`src/rtl/hollywood_pkg.sv`:
```
// Shared types and constants for the brute-force password generator.
// Holds the FSM state encoding, the word channel codes and the default character range.
package hollywood_pkg;

  typedef enum logic [2:0] {
    ST_IDLE  = 3'd0,
    ST_MGMT  = 3'd1,
    ST_DATA  = 3'd2,
    ST_DRAIN = 3'd3,
    ST_DONE  = 3'd4
  } gen_state_t;

  localparam logic CH_MGMT = 1'b1;
  localparam logic CH_DATA = 1'b0;

  localparam logic [7:0] DEF_CHAR_MIN = 8'h20;
  localparam logic [7:0] DEF_CHAR_MAX = 8'h7E;

endpackage

```
`src/rtl/hollywood_char_odometer.sv`:
```
// Byte odometer over CHAR_MIN..CHAR_MAX; byte 0 turns fastest.
// wrap is the carry out of the top byte, so it is only meaningful while inc is high.
module hollywood_char_odometer
  import hollywood_pkg::*;
#(
  parameter int         NUM_BYTES = 8,
  parameter logic [7:0] CHAR_MIN  = DEF_CHAR_MIN,
  parameter logic [7:0] CHAR_MAX  = DEF_CHAR_MAX
) (
  input  logic                   clk,
  input  logic                   reset,
  input  logic                   load,
  input  logic                   inc,
  output logic [8*NUM_BYTES-1:0] chars,
  output logic                   wrap
);

  logic [NUM_BYTES:0]   carry;
  logic [NUM_BYTES-1:0] at_max;

  assign carry[0] = inc;
  assign wrap     = carry[NUM_BYTES];

  for (genvar gi = 0; gi < NUM_BYTES; gi++) begin : g_byte
    logic [7:0] byte_q, byte_d;

    assign at_max[gi]      = (byte_q == CHAR_MAX);
    assign carry[gi+1]     = carry[gi] & at_max[gi];
    assign chars[8*gi +: 8] = byte_q;

    always_comb begin
      byte_d = byte_q;
      if (load) begin
        byte_d = CHAR_MIN;
      end else if (carry[gi]) begin
        byte_d = at_max[gi] ? CHAR_MIN : byte_q + 8'd1;
      end
    end

    always_ff @(posedge clk or posedge reset) begin
      if (reset) byte_q <= 8'd0;
      else       byte_q <= byte_d;
    end
  end

endmodule

```
`src/rtl/hollywood_password_gen.sv`:
```
// Streams every candidate password to the hash core as mgmt + NUM_WORDS data words,
// checks the core's hit pulse at the cycle matching each full candidate, and latches the result.
module hollywood_password_gen
  import hollywood_pkg::*;
#(
  parameter int         NUM_WORDS   = 4,
  parameter logic [7:0] CHAR_MIN    = DEF_CHAR_MIN,
  parameter logic [7:0] CHAR_MAX    = DEF_CHAR_MAX,
  parameter int         HIT_LATENCY = 2
) (
  input  logic                   clk,
  input  logic                   reset,
  input  logic                   start,
  output logic                   out_valid,
  output logic                   out_channel,
  output logic [15:0]            out_data,
  input  logic                   hit,
  output logic                   busy,
  output logic                   done,
  output logic                   found,
  output logic [16*NUM_WORDS-1:0] found_pw,
  output logic [31:0]            cand_count
);

  localparam int PW_W  = 16 * NUM_WORDS;
  localparam int IDX_W = (NUM_WORDS > 1) ? $clog2(NUM_WORDS) : 1;
  localparam logic [IDX_W-1:0] LAST_IDX = IDX_W'(NUM_WORDS - 1);

  gen_state_t             state_q, state_d;
  logic [IDX_W-1:0]       widx_q, widx_d;
  logic [PW_W-1:0]        shadow_q, shadow_d;
  logic [31:0]            shadow_idx_q, shadow_idx_d;
  logic [31:0]            issue_idx_q, issue_idx_d;
  logic [31:0]            cand_count_q, cand_count_d;
  logic [PW_W-1:0]        found_pw_q, found_pw_d;
  logic                   done_q, done_d;
  logic                   found_q, found_d;
  logic [HIT_LATENCY-1:0] arm_q, arm_d;

  logic            odo_load, odo_inc, odo_wrap, arm_in, check;
  logic [PW_W-1:0] cand;

  hollywood_char_odometer #(
    .NUM_BYTES(2 * NUM_WORDS),
    .CHAR_MIN (CHAR_MIN),
    .CHAR_MAX (CHAR_MAX)
  ) u_odometer (
    .clk  (clk),
    .reset(reset),
    .load (odo_load),
    .inc  (odo_inc),
    .chars(cand),
    .wrap (odo_wrap)
  );

  assign busy       = (state_q == ST_MGMT) || (state_q == ST_DATA) || (state_q == ST_DRAIN);
  assign check      = busy && arm_q[HIT_LATENCY-1];
  assign done       = done_q;
  assign found      = found_q;
  assign found_pw   = found_pw_q;
  assign cand_count = cand_count_q;

  always_comb begin
    state_d      = state_q;
    widx_d       = widx_q;
    shadow_d     = shadow_q;
    shadow_idx_d = shadow_idx_q;
    issue_idx_d  = issue_idx_q;
    cand_count_d = cand_count_q;
    found_pw_d   = found_pw_q;
    done_d       = done_q;
    found_d      = found_q;
    odo_load     = 1'b0;
    odo_inc      = 1'b0;
    arm_in       = 1'b0;
    out_valid    = 1'b0;
    out_channel  = CH_DATA;
    out_data     = 16'h0000;

    unique case (state_q)
      ST_IDLE, ST_DONE: begin
        if (start) begin
          state_d      = ST_MGMT;
          odo_load     = 1'b1;
          done_d       = 1'b0;
          found_d      = 1'b0;
          cand_count_d = 32'd0;
          issue_idx_d  = 32'd0;
        end
      end
      ST_MGMT: begin
        out_valid   = 1'b1;
        out_channel = CH_MGMT;
        widx_d      = '0;
        state_d     = ST_DATA;
      end
      ST_DATA: begin
        out_valid = 1'b1;
        out_data  = cand[{widx_q, 4'b0000} +: 16];
        if (widx_q == LAST_IDX) begin
          // Candidate fully sent: freeze it for the pending check, then step the odometer.
          shadow_d     = cand;
          shadow_idx_d = issue_idx_q;
          issue_idx_d  = (issue_idx_q == 32'hFFFF_FFFF) ? issue_idx_q : issue_idx_q + 32'd1;
          arm_in       = 1'b1;
          odo_inc      = 1'b1;
          state_d      = odo_wrap ? ST_DRAIN : ST_MGMT;
        end else begin
          widx_d = widx_q + 1'b1;
        end
      end
      ST_DRAIN: begin
      end
      default: state_d = ST_IDLE;
    endcase

    // The checked cycle overrides whatever framing step was about to happen.
    if (check) begin
      cand_count_d = shadow_idx_q;
      if (hit) begin
        found_pw_d = shadow_q;
        found_d    = 1'b1;
        done_d     = 1'b1;
        state_d    = ST_DONE;
      end else if (state_q == ST_DRAIN) begin
        found_d = 1'b0;
        done_d  = 1'b1;
        state_d = ST_DONE;
      end
    end

    arm_d = odo_load ? '0 : HIT_LATENCY'({arm_q, arm_in});
  end

  always_ff @(posedge clk or posedge reset) begin
    if (reset) begin
      state_q      <= ST_IDLE;
      widx_q       <= '0;
      shadow_q     <= '0;
      shadow_idx_q <= 32'd0;
      issue_idx_q  <= 32'd0;
      cand_count_q <= 32'd0;
      found_pw_q   <= '0;
      done_q       <= 1'b0;
      found_q      <= 1'b0;
      arm_q        <= '0;
    end else begin
      state_q      <= state_d;
      widx_q       <= widx_d;
      shadow_q     <= shadow_d;
      shadow_idx_q <= shadow_idx_d;
      issue_idx_q  <= issue_idx_d;
      cand_count_q <= cand_count_d;
      found_pw_q   <= found_pw_d;
      done_q       <= done_d;
      found_q      <= found_d;
      arm_q        <= arm_d;
    end
  end

endmodule
```
`config.mk`:
```
export PLATFORM = sky130hd
export DESIGN_NAME = hollywood_password_gen
export DESIGN_NICKNAME = d
export VERILOG_FILES = /design/src/rtl/hollywood_pkg.sv /design/src/rtl/hollywood_char_odometer.sv /design/src/rtl/hollywood_password_gen.sv
export SDC_FILE = /design/constraint.sdc
export NUM_CORES = 1
export LEC_CHECK = 0
export CAP_MARGIN = 20
export CORE_ASPECT_RATIO = 1.2
export CORE_MARGIN = 2
export CORE_UTILIZATION = 40
export DETAILED_ROUTE_END_ITERATION = 10
export PLACE_DENSITY = 0.7
export REMOVE_ABC_BUFFERS = 1
export SYNTH_ARGS = -nofsm -noshare
export SYNTH_HDL_FRONTEND = slang
export SYNTH_SLANG_ARGS = --single-unit
```
`constraint.sdc`:
```
create_clock -name clk -period 12.1 [get_ports clk]
set_clock_uncertainty 0.2 [all_clocks]
set_input_delay 1.815 -clock clk [delete_from_list [all_inputs] [get_ports clk]]
set_output_delay 1.815 -clock clk [all_outputs]
set_load 0.02 [all_outputs]
```
Yosys cells after proc, flatten, opt, wreduce, memory -nomap -nowiden
Cells that the tools add are included.
Widths: inputs -> output; s select.
{"block": "word_totals", "output_inout_bits": 117, "reg_bits": 297, "in_bits": 4}
{"block": "op_classes", "bitwise": 8, "n_addsub": 10, "n_mux": 57, "n_reduce_logical": 23, "shifts": 1, "eq_ne": 18}
{"cell": "$mux 8", "n": 24}
{"cell": "$mux 32", "n": 5}
{"cell": "$add 8x1->8 const B", "n": 8}
{"cell": "$eq 8x7->1 const B", "n": 8}
{"cell": "$pmux 32 s2", "n": 1}
{"cell": "$shiftx 64x7->16", "n": 1}
{"cell": "$add 32x1->32 const B", "n": 1}
{"cell": "$eq 32x32->1 const B", "n": 1}
{"cell": "$reduce_bool 2->1", "n": 12}
{"cell": "$mux 1", "n": 16}
{"cell": "$mux 16", "n": 1}
{"cell": "$mux 3", "n": 5}
{"cell": "$pmux 3 s4", "n": 1}
{"cell": "$and 1x1->1", "n": 8}
{"cell": "$reduce_and 2->1", "n": 4}
{"cell": "$eq 3x2->1 const B", "n": 2}
{"cell": "$mux 2", "n": 3}
{"cell": "$ne 2x2->1 const B", "n": 3}
{"cell": "$pmux 2 s2", "n": 1}
{"cell": "$reduce_and 4->1", "n": 1}
{"cell": "$reduce_or 2->1", "n": 2}
{"cell": "$eq 3x1->1 const B", "n": 1}
{"cell": "$eq 3x3->1 const B", "n": 1}
{"cell": "$logic_not 3->1", "n": 1}
{"cell": "5 further kinds", "n": 6}

Longest topological paths before layout
Gate-level depths: netlist (run 1).
{"block": "depth", "ltp_word": 17, "ltp_mapped": 10, "ltp_nobuf": 7}

Hierarchy
A second synthesis (run 1) with hierarchy kept.
{"block": "hier_totals", "hier_cells": 1303, "hier_area_um2": 13460.4}
{"module": "hollywood_password_gen", "n_inst": 1, "area_per_inst_um2": 9730.6, "cells_each": 902}
{"module": "hollywood_char_odometer", "n_inst": 1, "area_per_inst_um2": 3729.8, "cells_each": 401}

Worst setup path before layout (run 1)
Ideal clock, no wire load.
{"block": "synth_path", "path_kind": "register to output", "startpoint": "register widx_q[0]", "endpoint": "output out_data[14]", "path_slack_ps": 8165, "path_stages_with_launch": 5, "path_buffers": 2, "arrival_time_ps": 1920, "required_time_ps": 10085, "cell_sequence": "dfrtp_1 > clkbuf_1 > clkbuf_1 > mux4_2 > and2_1"}
{"block": "synth_via", "elab_chain_len": 2}
{"element": "from (decl)", "line": "hollywood_password_gen.sv:30", "text": "logic [IDX_W-1:0] widx_q, widx_d;"}
{"element": "from (signal assigned)", "line": "hollywood_password_gen.sv:149", "text": "widx_q <= widx_d;"}
{"element": "$shiftx 64x7->16", "line": "hollywood_password_gen.sv:99", "text": "out_data = cand[{widx_q, 4'b0000} +: 16];"}
{"element": "$mux 16", "line": "hollywood_password_gen.sv:80", "text": "unique case (state_q)"}
{"element": "to (decl)", "line": "hollywood_password_gen.sv:16", "text": "output logic [15:0] out_data,"}
No other way between the ends.

Final worst setup path (run 1)
{"block": "layout_path", "startpoint": "register widx_q[0]", "endpoint": "register u_odometer.g_byte[4].byte_q[6]"}
{"block": "layout_via", "elab_chain_len": 8}
{"element": "$eq 2x2->1", "line": "hollywood_password_gen.sv:100", "text": "if (widx_q == LAST_IDX) begin"}
{"element": "$mux 1", "line": "hollywood_password_gen.sv:100"}
{"element": "$mux 1", "line": "hollywood_password_gen.sv:80"}
{"element": "$and 1x1->1 (4 in series)", "line": "hollywood_char_odometer.sv:28", "text": "assign carry[gi+1] = carry[gi] & at_max[gi];"}
{"element": "$reduce_bool 2->1 (no line)"}
{"element": "to (signal assigned)", "line": "hollywood_char_odometer.sv:42", "text": "else byte_q <= byte_d;"}
{"element": "to (decl)", "line": "hollywood_char_odometer.sv:25", "text": "logic [7:0] byte_q, byte_d;"}
No other way between the ends.
A chain may end at the register's enable or synchronous reset.

==> metrics.yaml, run 1 <==
status:
  status: "finished, final reports clean"
sta:
  tightest_slew_margin_relative_to_the_limit: 0.3487
  fmax_ghz: 0.2008
  period_needed_ns: 4.980
  final.setup.tns_ns: 0
  setup_violations: 0
  report.final.slew_viol_count: 0
  worst_slack_ns: 7.120
  grt_setup_unrepaired: "false"
  worstMarginPinSlew_ns: 0.9742
  final_clock_period_utilization_by_the_worst_path: 0.4116
  final_hold_viol_count: 0
power_and_ir_drop:
  power_leakage_nw: 7.258
  p_per_area_nw_per_um2: 185.8
  worst_ir_drop_vdd_mv: 0.1125
  overall_power_mw: 2.968
floorplanning:
  floorplan.rows: 73
  design.core.area_sq_um: 33160
  dieHeight_microns: 205.0
  start_util: 0.4061
  horizontal_die_dimension_microns: 171.5
  count_of_boundary_i_o_pins: 121
  fp.dieArea_sq_um: 35150
place:
  buffer_ports.inserted: 120
  place.detailed.instances: 1812
  preCtsSetupSlack_ns: 7.025
  last_weighted_congestion_value_of_the_routability_driven_placer: 0.8834
  post-dp-hpwl_microns: 21380
finish:
  final_net_count: 1417
  final_cell_mix: "nand2_1 (309), dfrtp_1 (297), clkdlybuf4s50_1 (120)"
  antennaDiodeCount: 0
  final_cells: 1857
  most_common_cell_after_layout_fill_and_taps_aside: "nand2_1"
  syn2layout_area_growth_pct: 18.65
  layout-drive-gt1-share: 0.1073
synth:
  synth_fa_ha_area_frac: 0.01747
  synth-seq-cells: 297
  synth.lib_cells_used.distinct: 59
  synth-seq-area-share: 0.5520
  post_synth_and_or_nand_nor_area_fraction: 0.2052
  fraction_of_synthesized_area_in_multiplexers: 0.08401
  synthesis.yosys.warnings: 0
  ys_async_sr_fraction: 1.000
  synth_area_leaders: "dfrtp_1 (55%), nand2_1 (8.6%), mux2_2 (5.4%)"
  compound_gate_portion_of_the_synthesized_area: 0.1007
  netlist_instances: 1308
  post-synth-top-area-cell: "dfrtp_1"
  synth.avg_cell_area_sq_um: 10.29
  synth_edf_count: 0
  synthFlopType: "dfrtp_1"
  synth_top_family_by_area: "simple AND/OR/NAND/NOR gates"
  xor_xnor_fraction_of_synth_area: 0.01171
  synth_top_area_share: 0.5520
  netlist_area_sq_um: 13460
drt:
  drcViolationCount: 0
  initialDrtViolationCount: 817
  vias: 10240
  drt-total-wl_microns: 32490
  antenna_violating_nets_post_route: 0
  wl_per_cell_microns: 17.49
  detailedRoute.firstPassIterationCount: 5
  avgViaCountPerCell: 5.516
worst_setup_path:
  r2r_setup_slack_ns: 7.12
  timing.rr.end: "u_odometer.g_byte[4].byte_q[6]"
  ff2ff_path_depth: 8
  worstPathRequired_ns: 12.35
  timing.critical_path.to_type: "flop"
  crit-reg2reg-launch: "widx_q[0]"
  cp_data_arrival_time_ns: 5.23
  worstSetupStartpointType: "flop"
  crit_type: "flop to flop"
  critical_path.max_fanout: 88
clock_tree:
  cts_hold_buffers: 0
  worst_setup_hold_path_clk_slew_ns: 0.07
  tritoncts: "done"
  clk_path_buf_depth: 3
  cts_root_buf: "clkbuf_16"
  worstSkewPairLatency_ns: 0.55
  cts.sink_count: 297
  number_of_buffers_added_by_the_clock_tree_synthesis_step: 30
  h-tree-depth: 1
  cts_setup_buffers: 0
  post_cts_resize_count: 0
hold_path:
  hold_path_end: "arm_q[1]"
  min_path_cells: 1
  hold_path.startpoint: "arm_q[0]"
  hold_class: "flop to flop"
global_route:
  first_pass_grt_wire_length_microns: 53260
  grt.overflow.total: 0
  pin_count_of_the_biggest_net_entering_global_routing: 170
  gr-usage-all-layers: 0.1872
  antenna_found_initial: 0
  first_global_vias: 10170
job:
  max_cap_violations: 0
[through the flow]
stage                     hold WS, ns  cell area (sq um)    util
after CTS                      0.2528              15960  0.4815
after global routing           0.2621              15970  0.4818
after floorplan                0.2277              13170       -
after global placement         0.2344              15070  0.4544
final                          0.2512              15970  0.4818
after detailed placement       0.2385              15070  0.4544
[routing by layer]
metal  vias to the layer above  wire length [microns]  global-route usage
met1                      5077                  13890              0.2516
met4                         0                    833             0.06568
met2                       309                  15970              0.3104
li1                       4791                      -                   -
met5                         -                      0                   0
met3                        67                   1798             0.02570
[how the worst max path moves through the flow]
| stage | endpoint | from | cells after the start |
|---|---|---|---|
| 4_1_cts | out_data[9] | state_q[1] | 4 |
| 6_report | u_odometer.g_byte[4].byte_q[6] | widx_q[0] | 8 |
| 5_1_grt | u_odometer.g_byte[4].byte_q[6] | widx_q[0] | 8 |
| 2_1_floorplan | arm_q[0] | reset | 1 |
| 3_3_place_gp | issue_idx_q[24] | start | 7 |
| 3_5_place_dp | issue_idx_q[26] | start | 7 |
[report_power, final]
part           total [mW]  switching (mW)  internal (mW)
sequential           1.32           0.156           1.17
clock               0.871           0.368          0.503
combinational       0.773           0.439          0.334
[cell usage after synthesis (all sizes together), types with 2 or more instances]
| library cell | count |
|---|---|
| nand2 | 310 |
| dfrtp | 297 |
| o21ai | 67 |
| clkbuf | 64 |
| mux2 | 64 |
| a21oi | 59 |
| nor2 | 44 |
| nand3 | 43 |
| a22o | 32 |
| or4 | 29 |
| nand4 | 26 |
| inv | 25 |
| or3 | 25 |
| and2 | 24 |
| o31ai | 20 |
| ha | 18 |
| mux4 | 16 |
| nor4 | 12 |
| xnor2 | 12 |
| and3 | 11 |
| buf | 11 |
| and4 | 10 |
| nand3b | 7 |
| nor2b | 7 |
| nor3 | 7 |
| xor2 | 6 |
| a211oi | 5 |
| mux2i | 5 |
| nand2b | 5 |
| a21o | 4 |
| a31oi | 4 |
| o211ai | 4 |
| or2 | 4 |
| a41o | 3 |
| and4b | 3 |
| o41ai | 3 |
| a22oi | 2 |
| o2111ai | 2 |
| o311ai | 2 |
| o31a | 2 |
[sequential cells by signal, indices dropped and copies added (netlist names)]
| signal | count |
|---|---|
| found_pw | 64 |
| shadow_q | 64 |
| u_odometer.g_byte.byte_q | 64 |
| cand_count | 32 |
| issue_idx_q | 32 |
| shadow_idx_q | 32 |
| state_q | 3 |
| arm_q | 2 |
| widx_q | 2 |
| done | 1 |
| found | 1 |
[layout make-up]
cell class                 count  area, sq um
clock buffer                  40        849.6
clock inverter                 4        47.55
fill                        3053        17180
inverter                      26        105.1
multi-input combinational    910         5684
sequential                   297         7432
tap                          450        563.0
timing repair buffer         130         1292
[cell families (layout without fill, tap and decap cells)]
kind of cell,after synthesis,after routing
compound gates,215,215
flops,297,297
mux,85,85
buf+inv,101,200
xor+xnor,18,18
simple gates,573,573
fa+ha+maj,19,19
[critical path: stages, from the launching register on]
cell	delay (ns)
dfrtp_1	0.97
ha_1	0.37
nand4bb_4	0.69
inv_2	0.20
buf_4	0.70
nand3_1	0.46
nor4_1	0.85
nand3_1	0.15
a41o_1	0.26
Note: power is estimated with default switching activity, not from simulation.
==> inputs of run 2 (changes only) <==
==> constraint.sdc (replaced) <==
create_clock -name clk -period 5.1 [get_ports clk]
set_clock_uncertainty 0.2 [all_clocks]
set_input_delay 0.765 -clock clk [delete_from_list [all_inputs] [get_ports clk]]
set_output_delay 0.765 -clock clk [all_outputs]
set_load 0.02 [all_outputs]
==> metrics.yaml, run 2 (synthesized netlist as in run 1, its figures left out) <==
status:
  status: "finished, final reports clean"
place:
  preCtsSetupSlack_ns: 1.419  # -5.606 ns
  post-dp-hpwl_microns: 21600  # +1.0%
  place.detailed.instances: 1819  # +0.39%
  last_weighted_congestion_value_of_the_routability_driven_placer: 0.8667  # -1.9%
  buffer_ports.inserted: 120  # unchanged
floorplanning:
  design.core.area_sq_um: 33160  # unchanged
  floorplan.rows: 73  # unchanged
  fp.dieArea_sq_um: 35150  # unchanged
  start_util: 0.4061  # unchanged
  horizontal_die_dimension_microns: 171.5  # unchanged
  dieHeight_microns: 205.0  # unchanged
  count_of_boundary_i_o_pins: 121  # unchanged
clock_tree:
  cts.sink_count: 297  # unchanged
  worstSkewPairLatency_ns: 0.56  # about the same
  h-tree-depth: 1  # unchanged
  cts_root_buf: "clkbuf_16"
  post_cts_resize_count: 0  # unchanged
  clk_path_buf_depth: 3  # unchanged
  worst_setup_hold_path_clk_slew_ns: 0.06  # about the same
  tritoncts: "done"
  cts_hold_buffers: 0  # unchanged
  number_of_buffers_added_by_the_clock_tree_synthesis_step: 30  # unchanged
  cts_setup_buffers: 0  # unchanged
worst_setup_path:
  crit_slowest_cell: "clkdlybuf4s50_1"
  critical_path.cell_chain: "inv_1 -> nor3_2 -> buf_4 -> and2_1 -> clkdlybuf4s50_1"
  worstSetupStartpointType: "flop"
  crit_type: "flop to primary output"
  critical_path.max_fanout: 10  # -89%
  slowest_delay_ns: 0.63  # -0.34 ns
  timing.critical_path.to_type: "primary output"
  worstPathRequired_ns: 4.14  # -8.21 ns
  cp_data_arrival_time_ns: 2.95  # -2.28 ns
sta:
  tightest_slew_margin_relative_to_the_limit: 0.3077  # -0.04099
  period_needed_ns: 3.919
  report.final.slew_viol_count: 0  # unchanged
  setup_violations: 0  # unchanged
  final_clock_period_utilization_by_the_worst_path: 0.7684
  final_hold_viol_count: 0  # unchanged
  final.setup.tns_ns: 0  # unchanged
  finalHoldWorstSlack_ns: 0.2466  # -0.004560 ns
  worst_slack_ns: 1.181  # -5.939 ns
  fmax_ghz: 0.2552
  worstMarginPinSlew_ns: 1.030  # +0.05564 ns
  grt_setup_unrepaired: "false"
global_route:
  first_pass_grt_wire_length_microns: 54280  # +1.9%
  antenna_found_initial: 0  # unchanged
  grt.overflow.total: 0  # unchanged
  first_global_vias: 10190  # +0.28%
  gr-usage-all-layers: 0.1904  # +0.003149
  pin_count_of_the_biggest_net_entering_global_routing: 106  # -38%
drt:
  drt-total-wl_microns: 32650  # +0.51%
  wl_per_cell_microns: 17.41  # -0.46%
  vias: 10290  # +0.46%
  initialDrtViolationCount: 676  # -17%
  detailedRoute.firstPassIterationCount: 7  # +2
  drcViolationCount: 0  # unchanged
  avgViaCountPerCell: 5.489  # -0.51%
  antenna_violating_nets_post_route: 0  # unchanged
hold_path:
  hold_class: "flop to flop"
power_and_ir_drop:
  power_leakage_nw: 7.337  # +1.1%
  p_per_area_nw_per_um2: 446.3  # +140%
  worst_ir_drop_vdd_mv: 0.2512  # +120%
  overall_power_mw: 7.192  # +140%
finish:
  final_cells: 1875  # +0.97%
  antennaDiodeCount: 0  # unchanged
  filler_cell_count: 3058  # +0.16%
  final_net_count: 1423  # +0.42%
  most_common_cell_after_layout_fill_and_taps_aside: "nand2_1"
  final_cell_mix: "nand2_1 (309), dfrtp_1 (297), clkdlybuf4s50_1 (120)"
  syn2layout_area_growth_pct: 19.70
  layout-drive-gt1-share: 0.1144  # +0.007065
job:
  max_cap_violations: 0  # unchanged
[run 2: worst paths after layout]
check                            from                        endpoint  slack, ns  cells after the start
min in group asynchronous       reset                shadow_idx_q[26]       0.51                      2
min reg2reg                  arm_q[0]                        arm_q[1]       0.25                      1
max                        state_q[1]                    out_data[14]       1.18                      5
min                          arm_q[0]                        arm_q[1]       0.25                      1
max in group asynchronous       reset  u_odometer.g_byte[5].byte_q[6]       3.19                      3
max reg2reg                 widx_q[1]  u_odometer.g_byte[7].byte_q[7]       1.39                      9
[run 2: final cells by class]
cell class | instances | area [sq um] | area share
clock buffer | 47 | 885.9 | 0.05497
multi-input combinational | 910 | 5684 | 0.3527
sequential | 297 | 7432 | 0.4612
timing repair buffer | 136 | 1346 | 0.08354
inverter | 26 | 105.1 | 0.006522
tap | 450 | 563.0 | 0.03494
clock inverter | 9 | 98.84 | 0.006134
[run 2: critical path, delay by kind of cell, from the launching register on]
family,cells,cell delay (ns)
DFF,1,0.57
buffers and inverters,3,1.07
and+or+nand+nor,2,0.76
[run 2: per-layer routing]
metal,share of wire,GRT usage,vias to the layer above,wire [microns]
met4,0.022,0.05841,0,730
li1,-,-,4818,-
met2,0.49,0.3150,335,15920
met5,0,0,-,0
met1,0.43,0.2580,5085,13940
met3,0.063,0.02917,53,2067
[run 2: per-stage QoR]
step,utilization,cell area (sq um)
4_1_cts,0.4861,16120
3_5_place_dp,0.4564,15130
2_1_floorplan,-,13170
3_3_place_gp,0.4564,15130
5_1_grt,0.4861,16120
6_report,0.4861,16120
[run 2: power breakdown]
| part | total [mW] | switching [mW] | internal, mW |
|---|---|---|---|
| Combinational | 1.92 | 1.12 | 0.805 |
| Sequential | 3.08 | 0.306 | 2.77 |
| Clock | 2.19 | 0.904 | 1.29 |
| Total | 7.19 | 2.33 | 4.87 |
==> inputs of run 3 (changes only) <==
==> constraint.sdc (replaced) <==
create_clock -name clk -period 3.97 [get_ports clk]
set_clock_uncertainty 0.2 [all_clocks]
set_input_delay 0.5955 -clock clk [delete_from_list [all_inputs] [get_ports clk]]
set_output_delay 0.5955 -clock clk [all_outputs]
set_load 0.02 [all_outputs]
==> metrics.yaml, run 3 (synthesized netlist as in run 1, its figures left out) <==
drt:
  drcViolationCount: 0  # unchanged
  detailedRoute.firstPassIterationCount: 5  # -2
  antenna_violating_nets_post_route: 0  # unchanged
  initialDrtViolationCount: 654  # -3.3%
  m1WireLength_microns: 13900  # -0.24%
  wl_met2_microns: 16660  # +4.7%
  vias: 10340  # +0.52%
  wl_per_cell_microns: 17.44  # +0.17%
  drt-total-wl_microns: 32860  # +0.65%
  avgViaCountPerCell: 5.490  # about the same
  met3RoutedLength_microns: 1703  # -18%
  top_layer: "met4"
sta:
  final_hold_viol_count: 0  # unchanged
  grt_setup_unrepaired: "false"
  report.final.slew_viol_count: 0  # unchanged
  setup_violations: 0  # unchanged
  fmax_ghz: 0.2908
  final_clock_period_utilization_by_the_worst_path: 0.8663
  worstMarginPinSlew_ns: 0.8310  # -0.1989 ns
  tightest_slew_margin_relative_to_the_limit: 0.4440  # +0.1362
  period_needed_ns: 3.439
worst_setup_path:
  crit_slowest_cell: "clkdlybuf4s50_1"
  crit_type: "flop to primary output"
  timing.rr.end: "u_odometer.g_byte[4].byte_q[6]"
  worstPathRequired_ns: 3.17  # -0.97 ns
  timing.critical_path.to_type: "primary output"
  ff2ff_path_depth: 7  # -2
  cp_data_arrival_time_ns: 2.64  # -0.31 ns
  crit-reg2reg-launch: "state_q[0]"
  critical_path.cell_chain: "inv_1 -> nor3_2 -> buf_4 -> and2_1 -> clkdlybuf4s50_1"
  critical_path_end: "out_data[14]"
  r2r_setup_slack_ns: 0.87  # -0.52 ns
  worstSetupStartpointType: "flop"
  slowest_delay_ns: 0.62  # about the same
  critPathLaunch: "state_q[1]"
  critical_path.max_fanout: 18  # +8
global_route:
  pin_count_of_the_biggest_net_entering_global_routing: 88  # -17%
  gr-usage-all-layers: 0.1881  # -0.002272
  first_pass_grt_wire_length_microns: 53450  # -1.5%
  antenna_found_initial: 0  # unchanged
  first_global_vias: 10400  # +2.1%
  grt.overflow.total: 0  # unchanged
floorplanning:
  floorplan.rows: 73  # unchanged
  dieHeight_microns: 205.0  # unchanged
  fp.dieArea_sq_um: 35150  # unchanged
  horizontal_die_dimension_microns: 171.5  # unchanged
  count_of_boundary_i_o_pins: 121  # unchanged
  design.core.area_sq_um: 33160  # unchanged
  start_util: 0.4061  # unchanged
finish:
  utilization: 0.4877  # +0.001661
  final_net_count: 1436  # +0.91%
  multiInputGateArea_sq_um: 5678  # -0.11%
  syn2layout_area_growth_pct: 20.11
  most_common_cell_after_layout_fill_and_taps_aside: "nand2_1"
  layout-drive-gt1-share: 0.1213  # +0.006953
  final_cell_mix: "nand2_1 (309), dfrtp_1 (297), clkdlybuf4s50_1 (120)"
  filler_cell_count: 3046  # -0.39%
  ff_latch_area_sq_um: 7432  # unchanged
  antennaDiodeCount: 0  # unchanged
  final_cells: 1884  # +0.48%
power_and_ir_drop:
  overall_power_mw: 9.193  # +28%
  power_frac_comb: 0.271  # +0.004
  power.clock.fraction: 0.299  # -0.006
  p_per_area_nw_per_um2: 568.5  # +27%
  swShare: 0.3281  # +0.004702
  power_leakage_nw: 7.386  # +0.67%
  power_switching_mw: 3.016  # +30%
  worst_ir_drop_vdd_mv: 0.3886  # +55%
  power_frac_seq: 0.430  # +0.002
  internal-power_mw: 6.176  # +27%
clock_tree:
  cts_hold_buffers: 0  # unchanged
  cts.sink_count: 297  # unchanged
  cts_root_buf: "clkbuf_16"
  cts_setup_buffers: 0  # unchanged
  clk_path_buf_depth: 3  # unchanged
  tritoncts: "done"
  h-tree-depth: 1  # unchanged
  worstSkewPairLatency_ns: 0.56  # about the same
  post_cts_resize_count: 0  # unchanged
  number_of_buffers_added_by_the_clock_tree_synthesis_step: 31  # +3.3%
  worst_setup_hold_path_clk_slew_ns: 0.06  # about the same
job:
  max_cap_violations: 0  # unchanged
place:
  last_weighted_congestion_value_of_the_routability_driven_placer: 0.8555  # -1.3%
  buffer_ports.inserted: 120  # unchanged
  post-dp-hpwl_microns: 22030  # +2.0%
  place.detailed.instances: 1831  # +0.66%
status:
  status: "finished, final reports clean"
hold_path:
  hold_class: "flop to flop"
[run 3: metal layers]
layer / track usage / vias to the layer above
met5: 0 / -
met1: 0.2368 / 5171
li1: - / 4832
met2: 0.3326 / 286
met4: 0.05387 / 0
met3: 0.03014 / 55
[run 3: worst min-delay path by stage]
stage          cells after the start  endpoint  startpoint
2_1_floorplan                      1  arm_q[1]    arm_q[0]
3_3_place_gp                       1  arm_q[1]    arm_q[0]
3_5_place_dp                       1  arm_q[1]    arm_q[0]
4_1_cts                            1  arm_q[1]    arm_q[0]
5_1_grt                            1  arm_q[1]    arm_q[0]
6_report                           1  arm_q[1]    arm_q[0]
[run 3: power groups by stage]
stage | clock network, mW | logic, mW | registers [mW]
6_report | 2.75 | 2.49 | 3.96
5_1_grt | 2.92 | 2.72 | 4.02
4_1_cts | 2.81 | 2.53 | 3.96
3_5_place_dp | 0 | 2.52 | 4.00
3_3_place_gp | 0 | 2.48 | 3.99
2_1_floorplan | 0 | 1.11 | 4.24
[run 3: critical path: cells and delay by family, from the launching register on]
kind / cells / cell delay [ns]
buffers and inverters: 3 / 1.08
DFF: 1 / 0.58
and+or+nand+nor: 2 / 0.42
[run 3: layout make-up]
type,instances,share of cell area
inverter,26,0.006500
sequential,297,0.4596
clock buffer,43,0.05323
multi-input combinational,910,0.3511
clock inverter,10,0.005107
timing repair buffer,148,0.08960
tap,450,0.03482
[run 3: metrics by stage]
step | area, sq um | setup TNS [ns] | worst slack, ns | hold slack, ns
2_1_floorplan | 13170 | -1993.48 | -5.030 | 0.2277
3_3_place_gp | 15230 | 0 | 0.7580 | 0.2316
3_5_place_dp | 15230 | 0 | 0.6571 | 0.2425
4_1_cts | 16170 | 0 | 0.4977 | 0.2606
5_1_grt | 16170 | 0 | 0.4253 | 0.2775
6_report | 16170 | 0 | 0.5310 | 0.2587
==> edit 1: new RTL, flow settings as in run 2 <==
`HIT_LATENCY`: 2 -> 1.
--- a/src/rtl/hollywood_password_gen.sv
+++ b/src/rtl/hollywood_password_gen.sv
@@ -6,7 +6,7 @@
   parameter int         NUM_WORDS   = 4,
   parameter logic [7:0] CHAR_MIN    = DEF_CHAR_MIN,
   parameter logic [7:0] CHAR_MAX    = DEF_CHAR_MAX,
-  parameter int         HIT_LATENCY = 2
+  parameter int         HIT_LATENCY = 1
 ) (
   input  logic                   clk,
   input  logic                   reset,
Function: changed (a bounded check fails within 10 cycles, from zero or initial values and one cycle with reset high).
==> edit 1 against run 2 <==
- sequential share of layout area is 0.34 points lower
- sequential power hardly changed
- cell area increased by 0.41%
- wire length up 1.7%
- critical path depth decreased by 1
- setup slack improved by 0.091 ns
- power fell by 1.8%
- final cell count increased by 2.9%
- synthesized area up 0.49%
- sequential cell count shrank 1
- critical path type unchanged
- largest cell class unchanged
- highest routed layer unchanged
==> edit 1: results (changes against run 2) <==
* CTS resizes at 0 (unchanged)
* Leakage at 7.39 nW (was 7.34 nW)
* Gr usage total at 0.190 (about the same)
* Post-DP HPWL at 22,000 um (was 21,600 um)
* Antenna violations before repair at 0 (unchanged)
* Synthesized area per cell at 9.91 um2 (was 10.3 um2)
* Max_slew headroom at 0.354 (was 0.308)
* N_diodes at 0 (unchanged)
* Switching share of power at 0.325 (was 0.323)
* Outcome: finished, final reports clean (unchanged)
* Post-synthesis sequential area ratio at 0.547 (was 0.552)
* Total number of vias at 10,600 (was 10,300)
* Worst endpoint data arrival time at 2.86 ns (was 2.95 ns)
* Global placement routability congestion at 0.873 (was 0.867)
* DRT Pass-1 Iters at 5 (was 7)
* Cts hold-fix bufs at 0 (unchanged)
* First-pass GRT wire length at 54,200 um (was 54,300 um)
* Worst-Skew Late Latency at 0.55 ns
* Clock Path Buffers at 3 (unchanged)
* Placed insts at 1,874 (was 1,819)
* Vias in the first global route at 10,400 (was 10,200)
* Post-CTS Setup Inserts at 0 (unchanged)
* Hold Crit Class: register to register (unchanged)
* Max H-tree Level at 1 (unchanged)
* Crit Path Max Fanout at 19 (was 10)
* Fraction of registers with async set/reset at 1.00 (unchanged)
* Worst hold path cell count at 2 (was 1)
* Largest net degree at the start of global routing at 124 (was 106)
* WL per Instance at 17.2 um (was 17.4 um)
* Layout cells sized above 1 at 0.109 (was 0.114)
* VDD IR max at 0.296 mV (was 0.251 mV)
* Ys Warns at 0 (unchanged)
* Clock transition at path regs at 0.06 ns (about the same)
* R2R cell count at 8 (was 9)
* Area post-placement at 15,200 um2 (was 15,100 um2)
* Nets at 1,479 (was 1,423)
* Drt total wl at 33,200 um (was 32,700 um)
* P&R area growth vs syn at 19.6% (was 19.7%)
* First DRT Iteration DRCs at 794 (was 676)
* Top cells by area, synth: dfrtp_1 (55%), nand2_1 (11%), mux2_2 (5.3%), o21ai_0 (3.4%), mux4_2 (2.7%) (was dfrtp_1 (55%), nand2_1 (8.6%), mux2_2 (5.4%), mux4_2 (2.7%), o21ai_0 (2.5%))
* Layout fillers at 3,121 (was 3,058)
* Buffers on Ports at 120 (unchanged)
* Synth cell count leaders: nand2_1 (389), dfrtp_1 (296), o21ai_0 (93), a21oi_1 (67), mux2_2 (64) (was nand2_1 (310), dfrtp_1 (297), o21ai_0 (67), clkbuf_1 (64), mux2_2 (64))
* Clock buffer count from CTS at 31 (was 30)
* Ys flop type: dfrtp_1 (unchanged)
* Synth cell types at 57 (was 59)
* CTS Root Cell: clkbuf_16 (unchanged)
## edit 1: cell types whose count changed in the layout (fill, tap and decap cells not counted), sizes merged, moves of 6 or more
cell    change
or3         +8
nand3b      -7
and3       +16
nor2        -9
nand3       -6
and2       -17
a21oi       +8
o21ai      +33
or4         -7
nand2      +79
nor4        -7
a22o       -32
## edit 1: final cells by class
| cell class | instances | share of cell area |
|---|---|---|
| inverter | 22 | 0.00557 |
| multi-input combinational | 969 | 0.355 |
| sequential | 296 | 0.458 |
| clock buffer | 45 | 0.0574 |
| clock inverter | 10 | 0.00557 |
| tap | 450 | 0.0348 |
| timing repair buffer | 137 | 0.0837 |
## edit 1: through the flow
step           setup WS [ns]  power [mW]
4_1_cts                 1.28        7.13
3_5_place_dp            1.17        4.86
5_1_grt                 1.08        7.42
2_1_floorplan          -4.04        4.06
3_3_place_gp            1.21        4.82
6_report                1.27        7.06
## edit 1: kinds of logic after synthesis
family,synth area share
multiplexers,0.0844
buffers and inverters,0.0295
AND/OR/NAND/NOR,0.221
AO/OA/AOI/OAI,0.0887
flip-flops,0.547
XOR/XNOR,0.0117
adder cells (fa/ha/maj),0.0174
## edit 1: layer usage
layer	up-vias	GRT usage	wire length (um)
met3	83	0.0264	2030
met5	-	0	0
met4	0	0.0657	992
met1	5189	0.255	14200
li1	4944	-	-
met2	356	0.317	16000
## edit 1: path summary, 6_finish.rpt
kind	from	slack, ns	to
max in group asynchronous	reset	3.16	shadow_q[0]
setup reg to reg	widx_q[0]	1.38	issue_idx_q[22]
hold reg to reg	shadow_q[22]	0.27	shadow_q[22]
setup / recovery	state_q[0]	1.27	out_valid
min in group asynchronous	reset	0.62	cand_count[30]
hold / removal	shadow_q[22]	0.27	shadow_q[22]
## edit 1: power groups by stage
stage	logic, mW	clock network (mW)	registers, mW
floorplan	0.832	0	3.22
global placement	1.72	0	3.10
detailed placement	1.75	0	3.11
CTS	1.77	2.29	3.07
global route	1.91	2.38	3.13
finish	1.74	2.25	3.07
## edit 1: worst max-delay path: stages (launching register included)
cell and delay, ns:
dfrtp_1 0.55, inv_1 0.37, or3_1 0.56, nand2_1 0.19
clkdlybuf4s50_1 0.63
==> edit 2: new RTL, config.mk and constraints of run 2 <==
Without the edit above. Re-encode `gen_state_t` (5 states) as one-hot, 5 bits wide.
--- a/src/rtl/hollywood_pkg.sv
+++ b/src/rtl/hollywood_pkg.sv
@@ -2,12 +2,12 @@
 // Holds the FSM state encoding, the word channel codes and the default character range.
 package hollywood_pkg;
 
-  typedef enum logic [2:0] {
-    ST_IDLE  = 3'd0,
-    ST_MGMT  = 3'd1,
-    ST_DATA  = 3'd2,
-    ST_DRAIN = 3'd3,
-    ST_DONE  = 3'd4
+  typedef enum logic [4:0] {
+    ST_IDLE  = 5'b00001,
+    ST_MGMT  = 5'b00010,
+    ST_DATA  = 5'b00100,
+    ST_DRAIN = 5'b01000,
+    ST_DONE  = 5'b10000
   } gen_state_t;
 
   localparam logic CH_MGMT = 1'b1;
Function: no difference found for any inputs over 10 cycles, from zero or initial values and one cycle with reset high; not proved beyond that.
==> edit 2 against run 2 <==
- count of clock-buffer cells in the layout decreased by 3
- synthesized cell count increased by 2.8%
- sequential share of layout area increased by 0.060 points
- final cell count increased by 2.0%
- synthesized area increased by 0.73%
- cell area increased by 0.56%
- sequential cell count increased by 2
- wire length decreased by 2.6%
- fmax decreased by 9.6%
- setup slack got worse by 0.41 ns
- critical path depth decreased by 1
- critical endpoint is now out_data[15]
Power is not compared: it rests on default switching activity, and its combinational part moved more than twofold at a synthesized area within 25%.
==> edit 2: results (changes against run 2) <==
* Max stage delay on crit path at 0.83 ns (was 0.63 ns)
* Crit Path Max Fanout at 18 (was 10)
* Clock transition at path regs at 0.06 ns (about the same)
* Gr usage total at 0.184 (was 0.190)
* Worst endpoint data arrival time at 3.37 ns (was 2.95 ns)
* Max_slew headroom at 0.300 (was 0.308)
* Leakage at 7.66 nW
* R2R cell count at 8 (was 9)
* DRT Pass-1 Iters at 5 (was 7)
* Ys flop type: dfrtp_1 (unchanged)
* Synth cell count leaders: nand2_1 (387), dfrtp_1 (298), nor2_1 (83), o21ai_0 (67), mux2_2 (65) (was nand2_1 (310), dfrtp_1 (297), o21ai_0 (67), clkbuf_1 (64), mux2_2 (64))
* Drt total wl at 31,800 um (was 32,700 um)
* Final min period at 4.33 ns (was 3.92 ns)
* Outcome: finished, final reports clean (unchanged)
* Worst r2r dst: u_odometer.g_byte[3].byte_q[5] (was u_odometer.g_byte[7].byte_q[7])
* Synth cell types at 64 (was 59)
* VDD IR max at 0.288 mV
* XOR/XNOR Fraction of Synth Area at 0.0349 (was 0.0117)
* Worst-Skew Late Latency at 0.56 ns (about the same)
* Worst path slowest cell: nand3b_1 (was clkdlybuf4s50_1)
* Clock buffer count from CTS at 31 (was 30)
* Post-CTS Setup Inserts at 0 (unchanged)
* Worst setup path end: out_data[15] (was out_data[14])
* Multiplexer share of the synthesized area at 0.0835 (was 0.0840)
* Critical R2R Launch: widx_q[0] (was widx_q[1])
* Antenna violations before repair at 0 (unchanged)
* CTS resizes at 0 (unchanged)
* Buffers on Ports at 120 (unchanged)
* First-pass GRT wire length at 52,300 um (was 54,300 um)
* Fraction of registers with async set/reset at 1.00 (unchanged)
* N_diodes at 0 (unchanged)
* Maxcap violations at 0 (unchanged)
* Post-DP HPWL at 21,800 um (was 21,600 um)
* Largest net degree at the start of global routing at 136 (was 106)
* Crit path from: state_q[1] (unchanged)
* Max H-tree Level at 1 (unchanged)
* Compound-Gate Fraction of Synth Area at 0.0614 (was 0.101)
* Ys Warns at 0 (unchanged)
* Vias in the first global route at 10,100 (was 10,200)
* Global placement routability congestion at 0.872 (was 0.867)
* Area post-placement at 15,200 um2 (was 15,100 um2)
* Nets at 1,466 (was 1,423)
* Via density at 5.30 (was 5.49)
* Adder-cell share of the synthesized area at 0.0166 (was 0.0175)
* Clock Path Buffers at 3 (unchanged)
* Layout fillers at 3,035 (was 3,058)
* Top cells by area, synth: dfrtp_1 (55%), nand2_1 (11%), mux2_2 (5.4%), xor2_1 (2.7%), mux4_2 (2.7%) (was dfrtp_1 (55%), nand2_1 (8.6%), mux2_2 (5.4%), mux4_2 (2.7%), o21ai_0 (2.5%))
* Pre-CTS setup slack at 1.37 ns (was 1.42 ns)
* Hold Crit Class: register to register (unchanged)
* First DRT Iteration DRCs at 731 (was 676)
* CTS Root Cell: clkbuf_16 (unchanged)
* Flop2flop setup slack at 1.72 ns (was 1.39 ns)
* Post-synthesis sequential area ratio at 0.552 (about the same)
* Layout cells sized above 1 at 0.114 (about the same)
-- edit 2: cell type report --
cell class / count / area [um2] / share of cell area
sequential: 299 / 7480 / 0.462
multi-input combinational: 960 / 5760 / 0.355
timing repair buffer: 138 / 1350 / 0.0832
clock buffer: 44 / 895 / 0.0552
tap: 450 / 563 / 0.0347
clock inverter: 8 / 100 / 0.00618
inverter: 14 / 60.1 / 0.00371
-- edit 2: stage by stage --
stage	std cells	hold WS, ns
3_3_place_gp	1861	0.230
2_1_floorplan	1273	0.228
6_report	1913	0.253
3_5_place_dp	1861	0.242
5_1_grt	1913	0.272
4_1_cts	1913	0.257
-- edit 2: logic make-up after synthesis --
family	Yosys count
compound gates	134
xor+xnor	54
fa+ha+maj	18
buf+inv	85
flops	299
mux	85
simple gates	669
-- edit 2: worst min path at each step --
stage	start	to	cells past startpoint
floorplan	arm_q[0]	arm_q[1]	1
global placement	arm_q[0]	arm_q[1]	1
detailed placement	arm_q[0]	arm_q[1]	1
CTS	arm_q[0]	arm_q[1]	1
global route	arm_q[0]	arm_q[1]	1
finish	arm_q[0]	arm_q[1]	1
-- edit 2: layer usage --
metal	routed length, um	global-route usage	part of all wire	vias to the layer above
met5	0	0	0	-
met4	921	0.0618	0.029	0
met3	1670	0.0252	0.052	60
met2	15700	0.314	0.49	274
met1	13500	0.240	0.42	5001
li1	-	-	-	4800
-- edit 2: worst max-delay path: cells and delay by family (launching register included) --
kind                   cells  cell delay [ns]
buffers and inverters      1             0.65
flip-flops                 1             0.47
AND/OR/NAND/NOR            3             1.69
-- edit 2: power breakdown --
group	total, mW	internal (mW)	switching [mW]
Clock	2.22	1.31	0.906
Combinational	0.527	0.138	0.389
Sequential	2.43	2.40	0.0318
Total	5.17	3.84	1.33
